File: src/rtl/uart_rx_word.sv
// 8N1 UART receiver: two-flop synchronizer, mid-bit sampling from the detected start edge,
// parallel word with one-cycle valid strobe, framing-error strobe and running good-byte count.
module uart_rx_word #(
    parameter int CLKS_PER_BIT = 868,
    parameter int CNT_W        = 10
) (
    input  logic             clk,
    input  logic             rst,
    input  logic             rxd,
    output logic [7:0]       word,
    output logic             word_valid,
    output logic             frame_error,
    output logic [CNT_W-1:0] byte_count,
    output logic             busy
);

    localparam int          HALF      = CLKS_PER_BIT / 2;
    localparam logic [15:0] HALF_LAST = 16'(HALF - 1);
    localparam logic [15:0] BIT_LAST  = 16'(CLKS_PER_BIT - 1);

    localparam logic [2:0] S_IDLE  = 3'd0;
    localparam logic [2:0] S_START = 3'd1;
    localparam logic [2:0] S_DATA  = 3'd2;
    localparam logic [2:0] S_STOP  = 3'd3;
    localparam logic [2:0] S_WAIT  = 3'd4;

    logic [2:0]  state;
    logic [15:0] baud;
    logic [2:0]  bit_idx;
    logic [7:0]  shreg;
    logic        rx_p0;
    logic        rx_p1;
    logic        rx_s;

    assign rx_s = rx_p1;
    assign busy = (state != S_IDLE);

    always_ff @(posedge clk or negedge rst) begin
        if (!rst) begin
            rx_p0       <= 1'b1;
            rx_p1       <= 1'b1;
            state       <= S_IDLE;
            baud        <= '0;
            bit_idx     <= '0;
            shreg       <= '0;
            word        <= '0;
            word_valid  <= 1'b0;
            frame_error <= 1'b0;
            byte_count  <= '0;
        end else begin
            // stage p0/p1: metastability synchronizer for the asynchronous line
            rx_p0       <= rxd;
            rx_p1       <= rx_p0;
            word_valid  <= 1'b0;
            frame_error <= 1'b0;
            case (state)
                S_IDLE: begin
                    if (!rx_s) begin
                        state <= S_START;
                        baud  <= '0;
                    end
                end
                S_START: begin
                    if (baud == HALF_LAST) begin
                        baud <= '0;
                        if (!rx_s) begin
                            state   <= S_DATA;
                            bit_idx <= '0;
                        end else begin
                            state <= S_IDLE;
                        end
                    end else begin
                        baud <= baud + 16'd1;
                    end
                end
                S_DATA: begin
                    if (baud == BIT_LAST) begin
                        baud           <= '0;
                        shreg[bit_idx] <= rx_s;
                        if (bit_idx == 3'd7) begin
                            state <= S_STOP;
                        end else begin
                            bit_idx <= bit_idx + 3'd1;
                        end
                    end else begin
                        baud <= baud + 16'd1;
                    end
                end
                S_STOP: begin
                    if (baud == BIT_LAST) begin
                        baud <= '0;
                        if (rx_s) begin
                            word       <= shreg;
                            word_valid <= 1'b1;
                            byte_count <= byte_count + CNT_W'(1);
                            state      <= S_IDLE;
                        end else begin
                            frame_error <= 1'b1;
                            state       <= S_WAIT;
                        end
                    end else begin
                        baud <= baud + 16'd1;
                    end
                end
                S_WAIT: begin
                    // a held-low line (break) reports once, then waits for idle
                    if (rx_s) begin
                        state <= S_IDLE;
                        baud  <= '0;
                    end
                end
                default: begin
                    state <= S_IDLE;
                    baud  <= '0;
                end
            endcase
        end
    end

endmodule

File: config.mk
export PLATFORM = sky130hd
export DESIGN_NAME = uart_rx_word
export DESIGN_NICKNAME = d
export VERILOG_FILES = /design/src/rtl/uart_rx_word.sv
export SDC_FILE = /design/constraint.sdc
export NUM_CORES = 1
export LEC_CHECK = 0
export BUFFER_PORTS_ARGS = -buffer_cell sky130_fd_sc_hd__buf_4
export CAP_MARGIN = 10
export CELL_PAD_IN_SITES_DETAIL_PLACEMENT = 0
export CELL_PAD_IN_SITES_GLOBAL_PLACEMENT = 1
export CORE_MARGIN = 1
export CORE_UTILIZATION = 50
export CTS_BUF_LIST = sky130_fd_sc_hd__clkbuf_16
export DETAILED_ROUTE_END_ITERATION = 12
export PLACE_DENSITY_LB_ADDON = 0.1
export SLEW_MARGIN = 20
export SYNTH_ARGS = -nofsm -noshare
export SYNTH_HDL_FRONTEND = slang
export SYNTH_SLANG_ARGS = --single-unit
File: constraint.sdc
create_clock -name clk -period 6.2 [get_ports clk]
set_input_delay 0.31 -clock clk [delete_from_list [all_inputs] [get_ports clk]]
set_output_delay 0.31 -clock clk [all_outputs]
set_load 0.01 [all_outputs]
Word-level counts from Yosys, hierarchy flattened
Cells that the tools add are included.

storage, ports and cells
  register bits = 52
  bits of input ports = 3
  output and inout bits = 21
  word-level logic and storage cells = 68

operators by class
  add/sub/neg operators = 3
  order comparisons = 2
  equality and inequality tests = 15
  muxes and demuxes = 28
  reductions and logical operators = 10

operator list
  kind                   count
  $mux 16                4
  $pmux 16 s4            1
  $mux 3                 11
  $add 16x1->16 const B  1
  $eq 16x10->1 const B   1
  $eq 16x9->1 const B    1
  $ne 2x2->1 const B     8
  $pmux 3 s5             1
  $add 10x1->10 const B  1
  $bwmux 8               1
  $mux 1                 7
  $eq 3x2->1 const B     2
  $eq 3x3->1 const B     2
  $pmux 3 s2             1
  $reduce_and 6->1       1
  $reduce_and 5->1       1
  $lt 3x4->1 const B     1
  $reduce_and 2->1       2
  $add 3x1->3 const B    1
  $demux 1 s3            1
  $eq 3x1->1 const B     1
  $ge 3x1->1 const B     1
  $logic_not 3->1        1
  $reduce_and 3->1       1
  other kinds (5)        5

Depth between registers and ports, before layout
Gate-level depths: netlist of the first run.

  depth in word-level cells = 5
  depth in mapped cells = 8
  gate-level depth less buffers = 7

Worst setup path after synthesis of the first run
No wires, ideal clock.

  path kind = register to register
  start = reg baud[10]
  end = reg baud[6]
  arrival = 2.143 ns
  path slack = 3.936 ns
  stages on the path, launching flop included = 7
  period minus slack after synthesis = 2.264 ns
  cells stage by stage = dfrtp_1 -> or4_4 -> or4_4 -> a2bb2oi_2 -> buf_4 -> o21ai_0 -> a22o_1

between the ends
  cells in the longest elaborated chain, start to end = 3
  elaborated cells on any way between the ends = 5
  those cells by class = 2 x eq/ne; 3 x mux

RTL lines
  element                                             RTL line    RTL
  start: declaration                                  28          logic [15:0] baud;
  start signal: assignment                            73          baud <= baud + 16'd1;
  start signal: assignment                            86          baud <= baud + 16'd1;
  start signal: assignment                            102         baud <= baud + 16'd1;
  $eq 16x10->1 / $eq 16x9->1 (equally long branches)  77, 90, 64
  $mux 16, on equally long branches                   77, 90, 64
  $pmux 16 s4 *                                       56          case (state)

Mark *: on every way between the ends. The rest lies on a longest branch, timed or not.
A chain may end at the register's enable or synchronous reset.

Worst setup path after layout of the first run
  start = reg baud[14]
  end = reg baud[6]

Same word-level chain as after synthesis.

==> results of run 1 <==
==> cell type report <==
| class | count | area, µm² |
|---|---|---|
| multi-input combinational | 179 | 1219 |
| inverter | 7 | 26.28 |
| clock buffer | 5 | 125.1 |
| fill | 428 | 1897 |
| sequential | 52 | 1304 |
| timing repair buffer | 23 | 172.7 |
| tap | 67 | 83.83 |
| clock inverter | 3 | 21.27 |
==> routing by layer <==
| metal | vias up | GRT usage, % |
|---|---|---|
| met5 | - | 0 |
| met4 | 0 | 7.906 |
| met3 | 7 | 4.878 |
| met2 | 31 | 31.62 |
| met1 | 931 | 29.20 |
| li1 | 936 | - |
==> state kept, by name (all words and copies together) (netlist names) <==
register	flops
state	3
rx_p1	1
rx_p0	1
shreg	8
byte_count	10
baud	16
bit_idx	3
frame_error	1
word_valid	1
word	8
==> how the worst max path moves through the flow <==
stage | startpoint | end
3_5_place_dp | baud[10] | baud[15]
2_1_floorplan | baud[10] | baud[6]
4_1_cts | baud[14] | baud[6]
5_1_grt | baud[14] | baud[6]
3_3_place_gp | baud[10] | word[6]
6_report | baud[14] | baud[6]
==> Yosys cell counts (6+ instances only) <==
library cell	number	area share (%)
inv_1	7	1.0
nand3_1	13	2.5
a21oi_1	7	1.4
xor2_1	6	2.0
dfrtp_1	50	48
o21ai_0	11	2.1
mux2_2	18	7.8
nor2_1	11	1.6
nor3_1	7	1.4
and3_1	6	1.4
nand4_1	6	1.4
clkbuf_1	10	1.4
xnor2_1	7	2.4
nand2_1	30	4.3
==> cell families after synthesis <==
family                   synth area share [%]
AND/OR/NAND/NOR                         22.77
flip-flops                              50.27
AO/OA/AOI/OAI                           9.600
buffers and inverters                   2.750
multiplexers                            7.815
XOR/XNOR                                4.390
adder cells (fa/ha/maj)                 2.412
==> power by group <==
part           switching, mW  internal, mW
clock                  0.125         0.150
sequential           0.00167         0.340
combinational        0.00679       0.00151
==> per-stage QoR <==
stage	hold slack (ns)	std cells	area, µm²	power [mW]
2_1_floorplan	0.01441	249	2594	0.3493
5_1_grt	0.09292	336	2952	0.6507
6_report	0.03391	336	2952	0.6251
4_1_cts	0.07223	336	2952	0.6355
3_3_place_gp	0.3463	328	2805	0.3574
3_5_place_dp	0.3476	328	2805	0.3574
==> reports/results.txt, run 1 <==
Post-CTS sizing: 0
Sink Count: 52
WP data required: 6.38 ns
Detail Route Antenna Nets: 0
Met3 WL: 163 µm
Crit-path slowest cell: nor4_2
Ratio of cells with drive above 1 in the final layout: 23.42%
Commonest non-fill, non-tap cell in the layout: dfrtp_1
Maximum fanout along the worst path: 14
Max stage delay on crit path: 0.68 ns
GP Congestion: 0.8355
Hold Buf Count CTS: 0
Wire per inst: 14.63 µm
Synth Register Bits: 52
Reg2reg path depth: 5
PortBufs: 23
Cell Area, Synth: 2594 µm²
Gr ovfl total: 0
Reg2reg end: baud[6]
Status: complete, no violations
Area growth syn-to-layout: 13.80%
Postcts setup bufs: 0
Main synth FF type: dfrtp_1
Hold Crit Class: primary input to asynchronous set/reset pin
Vias per inst: 5.670
Crit path kind: flip-flop to flip-flop
Syn_nets: 257
Startpoint type of the worst setup path: flip-flop
TNS Setup: 0 ns
Hold Violations, Final: 0
Num CTS Buffers: 5
CP Cell Sequence: or4_4, nor4_2, a2bb2oi_2, o21ai_0, a22o_1
Initial antenna violation count: 0
TritonRoute pass-1 iters: 4
Critical path depth: 5
Final Critical Period: 2.694 ns
Reg clk slew, reported paths: 0.07 ns
CTS H-tree depth: 2
Synth warn: 0
DRT Wirelength: 4.914 mm
DR WL met2: 2.219 mm
Pin count of the biggest net entering global routing: 53
# nets final: 276
Final worst setup slack: 3.506 ns
# DRC: 0
Reg2reg start: baud[14]
Post-synthesis cell type count: 45
Final setup fails: 0
Setup Skew: 0.006912 ns
Most frequent cells in the layout: dfrtp_1 (50), nand2_1 (30), buf_4 (23)
Buf+Inv Stages, Crit Path: 0
Number of global-route vias before repair: 1803
Die W: 74.03 µm
Post-synth ARST share: 100.0%
Lkg Pwr: 1.390 nW
Worst Setup End Kind: flip-flop
Clk buf depth: 2
DR iter-0 viols: 92
Die area: 5480 µm²
Post-synth EDFFs: 0
Ant diodes: 0
Fin crit share: 43.45%
Slew Limit Fails: 0
First-pass GRT wire length: 8.535 mm
Initial Utilization: 53.50%
Top Metal Used: met4
Core box area: 4848 µm²
Pre-CTS setup slack: 3.488 ns
Total GRT Usage: 20.88%
Syn Area/Cell: 10.42 µm²
Skew-Pair Late Insertion Delay: 0.29 ns
Pwr/cell area: 211.8 nW/µm²
Max frequency: 371.2 MHz
Post-Syn Instances: 249
Row cnt: 25
Critical Path AT: 2.87 ns
Vias: 1905
DRT met1 WL: 2.453 mm
Die height: 74.03 µm
Max_slew headroom: 32.49%
TritonCTS clock tree: yes
Reg2reg setup slack: 3.51 ns
Slew @ Worst Pin: 1.013 ns
Ports: 24
Worst vdd ir: 151.3 µV
Post-DP HPWL: 3.386 mm
Seq/Total Area, Yosys: 50.27%
Clock root buffer: clkbuf_16
Max cap viols: 0
Family with the most delay on the worst path: simple AND/OR/NAND/NOR gates
RSZ-0062 raised after global routing: no
Post-layout util: 60.88%
No activity file was read; power rests on OpenSTA's default activity.
==> inputs of run 2 (changes only) <==
ABC_AREA = 1   (was not set)
CORE_UTILIZATION = 44   (was 50)
clock period = 2.8 ns   (was 6.2 ns; I/O delays follow)
==> run 2 against run 1 <==
Effect of this change:
- critical path depth increased by 2
- sequential cell count unchanged
- synthesized cell count increased by 60%
- worst hold slack improved by 0.33 ns
- first-iteration DRC count increased by 16%
- highest routed layer unchanged
==> reports/results.txt, run 2 <==
Syn_nets: 407
Reg2reg start: baud[0]
Cell Area, Synth: 2940 µm²
Num CTS Buffers: 5
Max cap viols: 0
Seq/Total Area, Yosys: 44.34%
Dominant cell type by area after synthesis: dfrtp_1
Final Critical Period: 1.916 ns
Buf+Inv Stages, Crit Path: 1
Crit-path slowest cell: dfrtp_1
Critical Path AT: 2.15 ns
Hold depth: 0
Reg2reg end: byte_count[3]
Startpoint type of the worst setup path: flip-flop
Area growth syn-to-layout: 13.57%
Post-synthesis cell type count: 30
# nets final: 434
Family with the most delay on the worst path: simple AND/OR/NAND/NOR gates
Ant diodes: 0
Hold endpoint: rx_p1
Share of the synthesized area in the top cell type: 42.55%
Gr ovfl total: 0
DRT Wirelength: 6.106 mm
Ports: 24
Skew-Pair Late Insertion Delay: 0.29 ns
Reg2reg setup slack: 0.88 ns
Status: complete, no violations
Slew @ Worst Pin: 0.6696 ns
Main synth FF type: dfrtp_1
Wire per inst: 12.12 µm
Post-layout util: 52.29%
Core box area: 6386 µm²
Top flop regs: baud (16), byte_count (10)
Hold Buf Count CTS: 2
Postcts setup bufs: 0
Syn Area/Cell: 7.369 µm²
Setup Skew: 0.002631 ns
Die W: 83.75 µm
Final Cell Area: 3339 µm²
WP data required: 3.03 ns
RSZ-0062 raised after global routing: no
Max stage delay on crit path: 0.43 ns
Row cnt: 29
Max_slew headroom: 55.36%
Hold Crit Class: flip-flop to flip-flop
Post-Syn Instances: 399
Synth warn: 0
# fillers: 636
Detail Route Antenna Nets: 0
TritonCTS clock tree: yes
Synth Register Bits: 52
DR iter-0 viols: 107
Clk buf depth: 2
Pwr/cell area: 420.4 nW/µm²
Post-CTS sizing: 0
Slew Limit Fails: 0
Hold path start: rx_p0
Reg clk slew, reported paths: 0.07 ns
Number of global-route vias before repair: 2285
Worst Setup End Kind: flip-flop
Most frequent cells in the layout: nand2_1 (159), dfrtp_1 (50), inv_1 (42)
CP Cell Sequence: ha_1, nand2_1, nor2_1, nand4_1, inv_1, nand2_1, nand2_1
Crit path kind: flip-flop to flip-flop
Die height: 83.75 µm
Reg2reg path depth: 7
Initial antenna violation count: 0
Fin crit share: 68.44%
Footprint of the multi-input gates: 1415 µm²
Hold Violations, Final: 0
Maximum fanout along the worst path: 11
Die area: 7013 µm²
TritonRoute pass-1 iters: 4
Ratio of cells with drive above 1 in the final layout: 14.05%
Hold Slack: 0.3632 ns
Biggest register: baud
Pin count of the biggest net entering global routing: 53
TNS Setup: 0 ns
Final setup fails: 0
Post-synth EDFFs: 0
Final Power: 1.404 mW
Commonest cells in the netlist: nand2_1 (159), dfrtp_1 (50), inv_1 (42)
Vias per inst: 4.899
Top cells by area, synth: dfrtp_1 (43%), nand2_1 (20%), inv_1 (5.4%)
Reg area: 1304 µm²
Initial Utilization: 46.04%
PortBufs: 23
Post-synth ARST share: 100.0%
Commonest non-fill, non-tap cell in the layout: nand2_1
Most frequent cell after synthesis: nand2_1
Vias: 2469
Post-DP HPWL: 4.409 mm
Total GRT Usage: 18.85%
CTS H-tree depth: 2
DP Area: 3168 µm²
GP Congestion: 0.7874
Max reg flops: 16
Lkg Pwr: 1.734 nW
Sink Count: 52
Max frequency: 521.9 MHz
Most used cell, CP: nand2_1
# DRC: 0
Worst vdd ir: 210.7 µV
First-pass GRT wire length: 10.64 mm
Clock root buffer: clkbuf_16
run 2: logic make-up after synthesis:
logic type,share of synthesized area (%)
compound gates,3.362
xor+xnor,3.277
fa+ha+maj,2.128
buf+inv,7.531
flops,44.34
simple gates,39.36
run 2: worst max path at each step:
stage / cells past startpoint / startpoint / to
CTS: 7 / baud[0] / byte_count[9]
global route: 7 / baud[0] / byte_count[9]
detailed placement: 7 / baud[0] / byte_count[9]
finish: 7 / baud[0] / byte_count[3]
floorplan: 8 / baud[0] / bit_idx[2]
global placement: 7 / baud[0] / byte_count[3]
run 2: layout make-up:
cell class	instances	share of cell area (%)
Tap cell	77	2.885
Timing Repair Buffer	25	5.770
Multi-Input combinational cell	294	42.38
Sequential cell	52	39.04
Inverter	48	5.395
Clock buffer	5	3.747
Clock inverter	3	0.7868
run 2: worst reg2reg max path: stages (launching register included):
cell	delay (ns)
dfrtp_1	0.43
ha_1	0.27
nand2_1	0.08
nor2_1	0.16
nand4_1	0.43
inv_1	0.34
nand2_1	0.08
nand2_1	0.06
run 2: per-stage QoR:
stage               cells  worst slack [ns]
detailed placement    494            0.8932
CTS                   504            0.8540
finish                504            0.8838
global route          504            0.6081
floorplan             399             1.381
global placement      494            0.8560
run 2: power breakdown:
part	switching, mW	internal, mW	total (mW)
Clock	0.288	0.338	0.626
Combinational	0.0161	0.00431	0.0205
Sequential	0.00363	0.753	0.757
run 2: per-layer routing:
layer | up-vias | share of wire (%) | track usage [%]
met4 | 0 | 1.4 | 4.777
met2 | 49 | 46 | 30.75
met1 | 1115 | 49 | 25.65
li1 | 1297 | - | -
met3 | 8 | 4.0 | 3.858
met5 | - | 0 | 0
